## config.mk

```make
export PLATFORM = sky130hd
export DESIGN_NAME = slow_tick_bcd_counter
export DESIGN_NICKNAME = d
export VERILOG_FILES = /design/src/rtl/slow_tick_bcd_counter.sv
export SDC_FILE = /design/constraint.sdc
export NUM_CORES = 1
export LEC_CHECK = 0
export BUFFER_PORTS_ARGS = -buffer_cell sky130_fd_sc_hd__buf_4
export CORE_ASPECT_RATIO = 1.5
export CORE_MARGIN = 2
export CORE_UTILIZATION = 50
export CTS_BUF_LIST = sky130_fd_sc_hd__clkbuf_8 sky130_fd_sc_hd__clkbuf_16
export DETAILED_ROUTE_END_ITERATION = 6
export GPL_TIMING_DRIVEN = 0
export PLACE_DENSITY_LB_ADDON = 0.05
export SKIP_LAST_GASP = 1
export SLEW_MARGIN = 20
export SYNTH_ARGS = -nofsm -noshare
export SYNTH_HDL_FRONTEND = slang
export SYNTH_SLANG_ARGS = --single-unit
```

## constraint.sdc

```tcl
create_clock -name CLK -period 2.75 [get_ports CLK]
set_input_delay 0.1375 -clock CLK [delete_from_list [all_inputs] [get_ports CLK]]
set_output_delay 0.1375 -clock CLK [all_outputs]
set_load 0.03 [all_outputs]
```

## src/rtl/slow_tick_bcd_counter.sv

```systemverilog
// Resynchronises the divider's slow square wave into a one-cycle tick and steps a
// run/pause, up/down BCD counter on it. Define SLOW_TICK_BCD_SAT_EN for saturating mode.
module slow_tick_bcd_counter #(
    parameter int unsigned DIGITS      = 4,
    parameter int unsigned SYNC_STAGES = 2
) (
    input  logic                  CLK,
    input  logic                  RST_N,
    input  logic                  slow_clk_in,
    input  logic                  start,
    input  logic                  stop,
    input  logic                  clear,
    input  logic                  load,
    input  logic [4*DIGITS-1:0]   load_val,
    input  logic                  up,
    output logic [4*DIGITS-1:0]   count,
    output logic                  tick,
    output logic                  carry,
    output logic                  running
);

    localparam int unsigned CW = 4 * DIGITS;

    typedef enum logic [1:0] {
        IDLE  = 2'd0,
        RUN   = 2'd1,
        PAUSE = 2'd2
    } state_t;

    state_t                 state_q, state_d;
    logic [SYNC_STAGES-1:0] sync_q;
    logic                   prev_q;
    logic                   edge_c;
    logic [CW-1:0]          count_d;
    logic                   carry_d;
    logic [CW-1:0]          step_val;
    logic [CW-1:0]          clamp_val;
    logic                   wrap;
    logic                   ripple;
    logic [3:0]             digit;
    logic [3:0]             ld_digit;

    assign edge_c = sync_q[SYNC_STAGES-1] & ~prev_q;

    // Ripple +1/-1 through the BCD digits; ripple surviving the top digit means wrap.
    always_comb begin
        step_val = count;
        ripple   = 1'b1;
        digit    = 4'd0;
        for (int i = 0; i < int'(DIGITS); i++) begin
            digit = count[4*i +: 4];
            if (ripple) begin
                if (up) begin
                    ripple             = (digit == 4'd9);
                    step_val[4*i +: 4] = ripple ? 4'd0 : digit + 4'd1;
                end else begin
                    ripple             = (digit == 4'd0);
                    step_val[4*i +: 4] = ripple ? 4'd9 : digit - 4'd1;
                end
            end
        end
        wrap = ripple;
    end

    // Preset value with each non-BCD nibble clamped to 9.
    always_comb begin
        clamp_val = load_val;
        ld_digit  = 4'd0;
        for (int i = 0; i < int'(DIGITS); i++) begin
            ld_digit = load_val[4*i +: 4];
            if (ld_digit > 4'd9) begin
                clamp_val[4*i +: 4] = 4'd9;
            end
        end
    end

    always_comb begin
        state_d = state_q;
        count_d = count;
        carry_d = 1'b0;

        unique case (state_q)
            IDLE:    if (start && !stop) state_d = RUN;
            RUN:     if (stop)           state_d = PAUSE;
            PAUSE:   if (start && !stop) state_d = RUN;
            default:                     state_d = IDLE;
        endcase

        if (clear) begin
            state_d = IDLE;
            count_d = '0;
        end else if (load && (state_q != RUN)) begin
            count_d = clamp_val;
        end else if (edge_c && (state_q == RUN)) begin
`ifdef SLOW_TICK_BCD_SAT_EN
            if (wrap) begin
                carry_d = 1'b1;
                state_d = PAUSE;
            end else begin
                count_d = step_val;
            end
`else
            count_d = step_val;
            carry_d = wrap;
`endif
        end
    end

    // running is taken from the next state so it always equals (state == RUN).
    always_ff @(posedge CLK or negedge RST_N) begin
        if (!RST_N) begin
            state_q <= IDLE;
            sync_q  <= '0;
            prev_q  <= 1'b0;
            count   <= '0;
            tick    <= 1'b0;
            carry   <= 1'b0;
            running <= 1'b0;
        end else begin
            state_q <= state_d;
            sync_q  <= {sync_q[SYNC_STAGES-2:0], slow_clk_in};
            prev_q  <= sync_q[SYNC_STAGES-1];
            count   <= count_d;
            tick    <= edge_c;
            carry   <= carry_d;
            running <= (state_d == RUN);
        end
    end

endmodule

```

==> impl_results.md <==
- Htree depth: 1
- RSZ-0062 raised after global routing: false
- Diodes inserted: 0
- Net count after synthesis: approximately 270
- Post-synth ARST share: between 90% and 100%
- Pin count of the biggest net entering global routing: 25
- # setup viols final: 0
- Vias in the first global route: between 1500 and 2000
- Max IR drop VDD: ~0.43 mV
- Final HPWL from detailed placement: ~3.7 mm
- Dpl ws: 0.173 ns
- Seq cells post-synth: 24
- Core box area: between 3000 and 4000 µm²
- Hold crit path type: in -> reg
- First-pass GRT wire length: ~8.5 mm
- YS warnings: 0
- CTS max path bufs: 2
- Clock Latency Late Sink: about 0.27 ns
- CTS tree: yes
- Height of the die: ~81 µm
- Overflow after GRT: 0
- Initial antenna violation count: 0
- Minimum clock period: around 2.4 ns
- Peak Freq: 412 MHz
- Reg2reg path depth: 7
- GR Util All Layers: between 20% and 30%
- P&R area growth vs syn: 22.3%
- Data arrival, critical path: about 2.6 ns
- Slew HR: around two fifths
- DRC Markers: 0
- R2R Setup Slk: between 0.3 and 0.4 ns
- Clock sink total: 24
- Max FO, Critical Path: 6
- Placed Area: about 2300 µm²
- Status: finished clean
- Final period util: 88.3%
- Worst Skew: approximately 0.0027 ns
- TNS Setup: 0 ns
- Startpoint Class: register
- Netlist cell types: just under 60
- Worst Path Required: roughly 2.9 ns
- Reg2reg start: count[4]$_DFFE_PN0P_
- Final Hold Fails: 0
- Die X: around 55 µm
- Final Routed Wirelength: 5.13 mm
- Clock slew at the register clock pins of the worst setup and hold paths: about 0.09 ns
- Hold path depth: 2
- Actual slew at the worst max-slew pin: roughly 0.87 ns
- Via density per instance: approximately 6
- Rows: 27
- Register area share after synthesis: 30.6%
- Most used DFF post-synth: dfrtp_1
- Max_cap viols: 0
- CTS Root Cell: clkbuf_8
- Syn Area/Cell: approximately 8.3 µm²
- Crit end category: register
- TritonRoute pass-1 iters: 4
- Min setup slack post-route: 0.321 ns
- Post-synth EDFFs: 0
- Fin area: between 2000 and 2500 µm²
- Syn Inst Count: approximately 240
- Cell Area, Synth: between 1500 and 2000 µm²
- # port buffers: 42
- Hold Startpoint: stop
- GP Congestion: 0.795
- Final max-slew violation count: 0
- Layout cells sized above 1: 22.5%
- Initial Util: between 50% and 60%
- CTS Buf Count: 3
- Antenna violation net count after detailed routing: 0
- Critical path launch point: count[4]$_DFFE_PN0P_
- Worst Hold End: running$_DFF_PN0_
- Vias post-DR: approximately 2000
- Iter 0 DRT Violations: 57
- Nets: ~320
- WL/cell: approximately 16 µm
- Reg2reg end: count[15]$_DFFE_PN0P_
- PD cells: roughly 380 nW/µm²
- Kind of critical path: reg -> reg
- Die area: about 4500 µm²
- Leakage: between 1 and 1.5 nW
- Boundary pin count: 43
[cells in the mapped netlist, types with 6 or more instances]
cell type / n / area share (%)
clkbuf_1: 8 / 1.5
o211ai_1: 6 / 2.3
nand2_1: 15 / 2.9
nand3_1: 13 / 3.3
o21ai_0: 16 / 4.1
a21oi_1: 16 / 4.1
nor2_1: 20 / 3.8
nand2b_1: 6 / 1.9
dfrtp_1: 24 / 31
inv_1: 17 / 3.2
ha_1: 10 / 6.4
[cell type report]
class | count | area (µm²)
fillers | 344 | 1310
plain buffers | 16 | 78.8
well taps | 43 | 53.8
repair buffers | 45 | 343
clock buffers | 3 | 41.3
multi-input cells | 180 | 1220
inverters | 17 | 63.8
flip-flops and latches | 24 | 601
[kinds of logic (layout without fill, tap and decap cells)]
kind of cell             after synthesis  count (layout)  synth area share, %
adder cells (fa/ha/maj)               10              10                 6.37
buffers and inverters                 33              81                 7.26
XOR/XNOR                               6               6                 2.67
AO/OA/AOI/OAI                         77              77                 28.3
flip-flops                            24              24                 30.6
multiplexers                           4               4                 2.10
AND/OR/NAND/NOR                       83              83                 22.7
[placed cells by master, fill, tap and decap left out, types with 3 or more instances in the layout]
| cell | count |
|---|---|
| o21ai_0 | 16 |
| buf_1 | 3 |
| o311ai_0 | 3 |
| nor2_1 | 20 |
| a211oi_1 | 3 |
| buf_2 | 3 |
| ha_1 | 10 |
| a21oi_1 | 16 |
| inv_1 | 17 |
| o22ai_1 | 5 |
| dfrtp_1 | 24 |
| nand2b_1 | 6 |
| mux2i_1 | 3 |
| o31ai_1 | 3 |
| clkbuf_8 | 3 |
| nand3_1 | 13 |
| nand2_1 | 15 |
| xnor2_1 | 4 |
| nor3_1 | 5 |
| nand3b_1 | 3 |
| a31oi_1 | 3 |
| buf_4 | 43 |
| clkbuf_1 | 8 |
| o211ai_1 | 6 |
[per-layer routing]
metal	vias to the layer above	share of wire [%]	GRT usage, %
li1	971	-	-
met1	947	41	30.6
met2	62	52	45.7
met3	12	5.1	2.76
met4	0	2.1	6.83
met5	-	0	0
[flip-flops by register name (all words and copies together) (netlist names)]
register  cells
running       1
prev_q        1
carry         1
state_q       2
tick          1
sync_q        2
count        16
[report_power, final]
group	switching [mW]	leakage (nW)	internal (mW)
Sequential	0.0236	0.315	0.372
Clock	0.118	0.0216	0.0981
Combinational	0.181	0.711	0.129
Total	0.322	1.05	0.599
[timing repair]
action / 4_1_cts / 5_1_grt
endpoints found under the setup margin: 0 / 3
hold buffers: 2 / 0
setup buffers: 0 / 1
endpoints found under the hold margin: 25 / 0
gates resized for setup: 0 / 0
[through the flow]
stage | total power, mW | hold WS, ns | cells | util [%]
2_1_floorplan | 0.600 | -0.158 | 237 | -
6_report | 0.921 | 0.0342 | 328 | 64.7
3_3_place_gp | 0.705 | 0.0600 | 322 | 62.8
3_5_place_dp | 0.708 | 0.0616 | 322 | 62.8
4_1_cts | 0.920 | 0.0393 | 327 | 64.5
5_1_grt | 0.971 | 0.0464 | 328 | 64.7
[worst max-delay path: stages (launching register included)]
cell	delay [ns]
dfrtp_1	0.45
inv_1	0.14
ha_1	0.24
or4b_2	0.60
o31ai_1	0.13
nand3_1	0.20
a2111oi_0	0.44
nor2_1	0.11
[worst max path at each step]
stage / end / slack, ns / depth (start not counted)
finish: count[15]$_DFFE_PN0P_ / 0.32 / 7
global route: count[15]$_DFFE_PN0P_ / 0.19 / 7
global placement: count[14]$_DFFE_PN0P_ / 0.16 / 7
floorplan: count[8]$_DFFE_PN0P_ / 0.31 / 8
CTS: count[14]$_DFFE_PN0P_ / 0.15 / 7
detailed placement: count[14]$_DFFE_PN0P_ / 0.17 / 7
No activity file was read; power rests on OpenSTA's default activity.
